<file path="src/rtl/ram3_dbg.sv">
`default_nettype none
// +--------------------------------------------------------------------------+
// | Module  : ram3_dbg                                                       |
// | Brief   : Three-read / one-write synchronous scratchpad RAM serving HLS  |
// |           kernel memory ports, plus a side-band debug write/read port    |
// |           for preloading operands and reading back results.              |
// | Options : RAM_BYPASS_EN - forward same-edge write data to kernel reads.  |
// | Revision: 1.0 - initial release                                          |
// +--------------------------------------------------------------------------+
module ram3_dbg #(
  parameter int WIDTH      = 32,
  parameter int DEPTH      = 32,
  parameter int ADDR_WIDTH = 5
) (
  input  logic                  clk,
  input  logic                  rst,
  input  logic [ADDR_WIDTH-1:0] raddr0,
  input  logic [ADDR_WIDTH-1:0] raddr1,
  input  logic [ADDR_WIDTH-1:0] raddr2,
  output logic [WIDTH-1:0]      rdata0,
  output logic [WIDTH-1:0]      rdata1,
  output logic [WIDTH-1:0]      rdata2,
  input  logic [ADDR_WIDTH-1:0] waddr,
  input  logic [WIDTH-1:0]      wdata,
  input  logic                  wen,
  input  logic [ADDR_WIDTH-1:0] debug_write_addr,
  input  logic [WIDTH-1:0]      debug_write_data,
  input  logic                  debug_write_en,
  input  logic [ADDR_WIDTH-1:0] debug_addr,
  output logic [WIDTH-1:0]      debug_data
);

  // DEPTH widened by one bit so an all-ones address compares correctly.
  localparam logic [ADDR_WIDTH:0] c_DEPTH = (ADDR_WIDTH + 1)'(DEPTH);

  logic [WIDTH-1:0]      r_mem [0:DEPTH-1];
  logic [ADDR_WIDTH-1:0] w_raddr [3];
  logic                  w_kwr;
  logic                  w_dwr;

  // Addresses at or beyond DEPTH read as zero on every port.
  function automatic logic [WIDTH-1:0] f_rd(input logic [ADDR_WIDTH-1:0] a);
    if ({1'b0, a} < c_DEPTH) return r_mem[a];
    return '0;
  endfunction

  // Kernel writes are lost while reset is high; debug writes never are.
  assign w_kwr = wen & ~rst & ({1'b0, waddr} < c_DEPTH);
  assign w_dwr = debug_write_en & ({1'b0, debug_write_addr} < c_DEPTH);

  // Storage update: debug write is applied last so it wins a same-address collision.
  always_ff @(posedge clk) begin
    if (w_kwr) r_mem[waddr] <= wdata;
    if (w_dwr) r_mem[debug_write_addr] <= debug_write_data;
  end

  assign debug_data = f_rd(debug_addr);

  assign w_raddr[0] = raddr0;
  assign w_raddr[1] = raddr1;
  assign w_raddr[2] = raddr2;

  for (genvar i = 0; i < 3; i++) begin : g_rd
    logic [WIDTH-1:0] w_next;
    logic [WIDTH-1:0] r_q;

`ifdef RAM_BYPASS_EN
    // Read data with forwarding of writes committing at the same edge.
    always_comb begin
      w_next = f_rd(w_raddr[i]);
      if (w_kwr && (waddr == w_raddr[i])) w_next = wdata;
      if (w_dwr && (debug_write_addr == w_raddr[i])) w_next = debug_write_data;
    end
`else
    // Read-before-write: the array value ahead of this edge's writes.
    always_comb begin
      w_next = f_rd(w_raddr[i]);
    end
`endif

    // Registered read port, cleared asynchronously by reset.
    always_ff @(posedge clk or posedge rst) begin
      if (rst) r_q <= '0;
      else     r_q <= w_next;
    end
  end : g_rd

  assign rdata0 = g_rd[0].r_q;
  assign rdata1 = g_rd[1].r_q;
  assign rdata2 = g_rd[2].r_q;

endmodule
`default_nettype wire

</file>
<file path="config.mk">
export PLATFORM = sky130hd
export DESIGN_NAME = ram3_dbg
export DESIGN_NICKNAME = d
export VERILOG_FILES = /design/src/rtl/ram3_dbg.sv
export SDC_FILE = /design/constraint.sdc
export NUM_CORES = 2
export LEC_CHECK = 0
export CORE_UTILIZATION = 46
export CTS_BUF_LIST = sky130_fd_sc_hd__clkbuf_4
export CTS_CLUSTER_DIAMETER = 80
export CTS_CLUSTER_SIZE = 14
export DETAILED_ROUTE_END_ITERATION = 10
export PLACE_DENSITY_LB_ADDON = 0.3
export RECOVER_POWER = 25
export SLEW_MARGIN = 10
export SYNTH_ARGS = -nofsm -noshare
export SYNTH_HDL_FRONTEND = slang
export SYNTH_SLANG_ARGS = --single-unit
export TNS_END_PERCENT = 50
</file>
<file path="constraint.sdc">
create_clock -name clk -period 3.8 [get_ports clk]
set_input_delay 0.76 -clock clk [delete_from_list [all_inputs] [get_ports clk]]
set_output_delay 0.76 -clock clk [all_outputs]
set_load 0.02 [all_outputs]
</file>
Word level (Yosys, flattened, before mapping) --
Memories as Yosys holds them, arrays and structs flattened. A register that Yosys moved wholly into a read port is not among the register bits. Cells that the tools add are included.
Cells by class: multiplexer cells 4, bitwise operators 2
Operator list (count):
- $mux 1 | 4
- $and 1x1->1 | 1
- $not 1->1 | 1
Word-level totals: bits in registers 0, memory bits (writable) 1024, input bits 98, output and inout bits 128, word-level logic and storage cells 7, memories 1
Memory list:
- r_mem | depth 32, bits a word 32, read ports 4, clocked after Yosys merged registers in 3, write ports 2, line 36 | logic [WIDTH-1:0] r_mem [0:DEPTH-1];

Depth between registers and ports, before layout --
word-level depth 4, gate-level depth with buffers 8, gate-level depth less buffers 5

Worst setup path before layout --
OpenSTA, ideal clock, no wires.
path kind input port to flip-flop, start input port rst, end memory r_mem[5][0], enable pin, setup time 0.465 ns, arrival 5.852 ns, required time 3.335 ns, slack -2.517 ns, stages 3, buffers on the path 0, cells stage by stage inv_1 > nand4b_1 > o21ai_0
RTL lines:
- start, declared | line 16 | input logic rst,
- end, declared | line 36

==> impl_metrics.csv <==
group,metric,value,unit
grt,grt_overflow_total,0,
drt,drt-initial-drc-count,10400,
final_layout,drive_above_1_share,22.9,%
setup_path,worstPathArrival,5.15,ns
clock_network,clock_path_buffers,3,
clock_network,h-tree-depth,3,
drt,viasPerCell,7.07,
setup_path,cp-start-kind,"primary input",
drt,routed_wl,344000,um
logic_synthesis,yosys-top-cells-area,"edfxtp_1 (38%), mux2i_1 (25%), mux2_2 (12%)",
drt,num_vias,68100,
drt,dr.pass1.iters,6,
timing,slew_headroom,-58.8,%
setup_path,crit_chain,"clkdlybuf4s50_1 -> and2_0 -> dlymetal6s4s_1 -> a22o_1 -> nor3_1 -> a31oi_1 -> buf_4 -> nand3_1",
clock_network,clockRootBuffer,"clkbuf_4",
floorplan,die_x,423,um
drt,wl_met1,124000,um
final_layout,syn2layout_area_growth,11.5,%
logic_synthesis,synth_top_area_share,37.8,%
clock_network,path_clk_slew,0.16,ns
placement,gp_congestion,0.963,
min_path,min_from,"raddr1[1]",
clock_network,cts.sinks,1120,
min_path,whs_path_depth,5,
outcome,violations,"capacitance limit, slew limit, setup timing",
drt,remaining_drc_errors,0,
drt,ant_nets,0,
placement,numPortBuffers,225,
grt,antenna_found_initial,16,
clock_network,clkLatencyLatePin,1.32,ns
floorplan,rows,154,
power,ir_drop,0.332,mV
floorplan,dieArea,179000,sq um
floorplan,core_area,176000,sq um
power,powerDensity,304,nW/um^2
logic_synthesis,ys.flop_type,"edfxtp_1",
power,totalPowerFinal,27600,uW
logic_synthesis,yosysWarnings,0,
outcome,status,"complete, but fails checks",
setup_path,cp_slowest_cell,"dlymetal6s4s_1",
setup_path,r2r-end,"rdata0[3]",
grt,grt_first_pass_wirelength,482000,um
logic_synthesis,post_synth.cell_area_avg,11.4,sq um
timing,skew,0.0932,ns
timing,slew_viol_final,457,
timing,setup_slack,-0.191,ns
timing,finalHoldViolations,0,
final_layout,fill_cells,15400,
drt,route.met2.wl,150000,um
floorplan,ioPinCount,226,
setup_path,crit_buf_inv,3,
setup_path,slowest_delay,1.65,ns
floorplan,start_util,46.3,%
setup_path,critPathTopFamily,"buffers and inverters",
grt,grt_pass1_vias,66800,
clock_network,cts_hold_buf,0,
timing,rsz0062_at_grt,"true",
drt,routedWlPerCell,35.7,um
placement,post-place-ws,-0.435,ns
logic_synthesis,synth_edf_count,1024,
min_path,hp-class,"primary input to flip-flop",
logic_synthesis,synth_area,81400,sq um
final_layout,num-nets-final,7280,
power,p_leak,0.0355,uW
logic_synthesis,netlist_instances,7170,
setup_path,worstSetupEndpointType,"flip-flop",
timing,hold_slack,0.275,ns
drt,wl_met3,41400,um
timing,setup_violations,10,
timing,period_share,105,%
grt,grt_usage,37.1,%
logic_synthesis,yosys.cell_types.count,40,
setup_path,r2r_slack,1.67,ns
logic_synthesis,synth_nets,7268,
timing,fin_crit,3.99,ns
grt,grt_max_degree,79,
min_path,min_to,"rdata1[18]",
flow_run,maxCapViolCount,21,
clock_network,numCtsBuffers,104,
timing,fmax,0.251,GHz
placement,dpl.hpwl,215000,um
setup_path,path_max_fanout,25,
logic_synthesis,yosys_register_bits,1120,
setup_path,reg2reg_depth,7,
timing,worst_slew_pin_slew,2.38,ns
drt,dr.max_layer_used,"met5",
logic_synthesis,ys_async_sr_fraction,8.57,%
setup_path,required,4.96,ns
setup_path,worst-setup-path-type,"primary input to flip-flop",
logic_synthesis,synth-seq-area-share,40.7,%
setup_path,rr_startpoint,"r_mem[2][3]",
logic_synthesis,synth_top_cell_by_area,"edfxtp_1",
clock_network,tritoncts,"yes",
floorplan,die_h,423,um
## through the flow
step	cells	area, sq um	utilization [%]	TNS, ns
after floorplan	7170	81400	-	-442.74
final	9634	90700	51.6	-0.613
after global routing	9629	90700	51.6	-0.510
after detailed placement	9389	89400	50.8	-6.96
after CTS	9608	91300	51.9	-0.105
after global placement	9389	89400	50.8	-6.14
## cells in the mapped netlist, types with 96 or more instances
cell,n
mux2i_1,2048
edfxtp_1,1024
mux2_2,881
nand2_1,408
clkbuf_1,401
nand3_1,386
a21oi_1,384
a22oi_1,384
buf_2,299
a22o_1,256
mux2_1,143
a31oi_1,128
nor3_1,128
dfrtp_1,96
## metal layers
metal,track usage [%],vias to the layer above
met5,0,-
met4,26.1,8
met3,8.75,1512
met2,56.5,5224
met1,46.2,33600
li1,-,27800
## where the power goes
| part | switching [uW] | internal, uW |
|---|---|---|
| combinational | 3730 | 2500 |
| sequential | 247 | 13800 |
| clock | 4770 | 2500 |
## tightest hold or removal path, cell delays in order
cell and delay (ns):
buf_8 0.19, mux2i_1 0.19, a22oi_1 0.10, nand3_1 0.09, nand3_1 0.12
## cell usage in the layout, fill, tap and decap left out, types with 7 or more instances in the layout
cell type,count
diode_2,21
nand3_2,9
nor2_4,19
clkinvlp_4,11
edfxtp_1,1024
buf_2,7
a22o_1,256
bufinv_16,8
a31oi_1,122
nand2_2,13
clkdlybuf4s50_1,179
a22oi_1,384
mux2_2,880
nand2_1,395
dfrtp_1,96
o22ai_4,12
mux2i_2,11
nand2b_2,8
buf_12,158
mux2i_1,2035
mux2_1,144
nand3_1,378
clkbuf_2,29
a21oi_1,384
nor3_2,8
nor3_1,121
o21ai_4,9
nor2b_4,8
buf_4,265
clkbuf_4,154
dlygate4sd2_1,11
clkbuf_1,33
## state kept, by name (all words and copies together) (netlist names)
name,flops
rdata1,32
rdata2,32
r_mem,1024
rdata0,32
## how the worst max path moves through the flow
stage,startpoint,endpoint,slack [ns],cells after the start
global placement,debug_addr[2],debug_data[23],-0.42,10
global route,r_mem[7][17],debug_data[17],-0.06,6
CTS,r_mem[0][23],debug_data[23],-0.08,7
floorplan,rst,r_mem[12][0],-0.71,5
finish,raddr0[0],rdata0[3],-0.19,8
detailed placement,debug_addr[2],debug_data[3],-0.43,8
## cell families (layout without fill, tap and decap cells)
logic type,count (synthesis),in the layout,share of synthesized area [%]
muxes,3072,3072,39.3
and+or+nand+nor,992,992,5.66
buffers and inverters,802,905,4.40
other,0,21,0
AOI/OAI and AO/OA,1184,1184,9.86
DFF,1120,1120,40.7
## what timing repair did
item / CTS / global route
setup buffers: 22 / 5
cloned: 0 / 0
endpoints found under the hold margin: 0 / 0
resized for setup: 84 / 26
pin swaps: 4 / 5
setup endpoints to repair: 30 / 18
## layout make-up
class,instances,area (sq um),share of cell area (%)
inverter,1,5.00,0.00552
antenna,21,52.6,0.0579
clock inverter,43,510,0.563
clock buffer,154,1160,1.27
sequential,1120,33200,36.5
tap,2340,2930,3.23
timing repair buffer,707,7630,8.41
multi-input combinational,5248,45300,49.9
No activity file was read; power rests on OpenSTA's default activity.
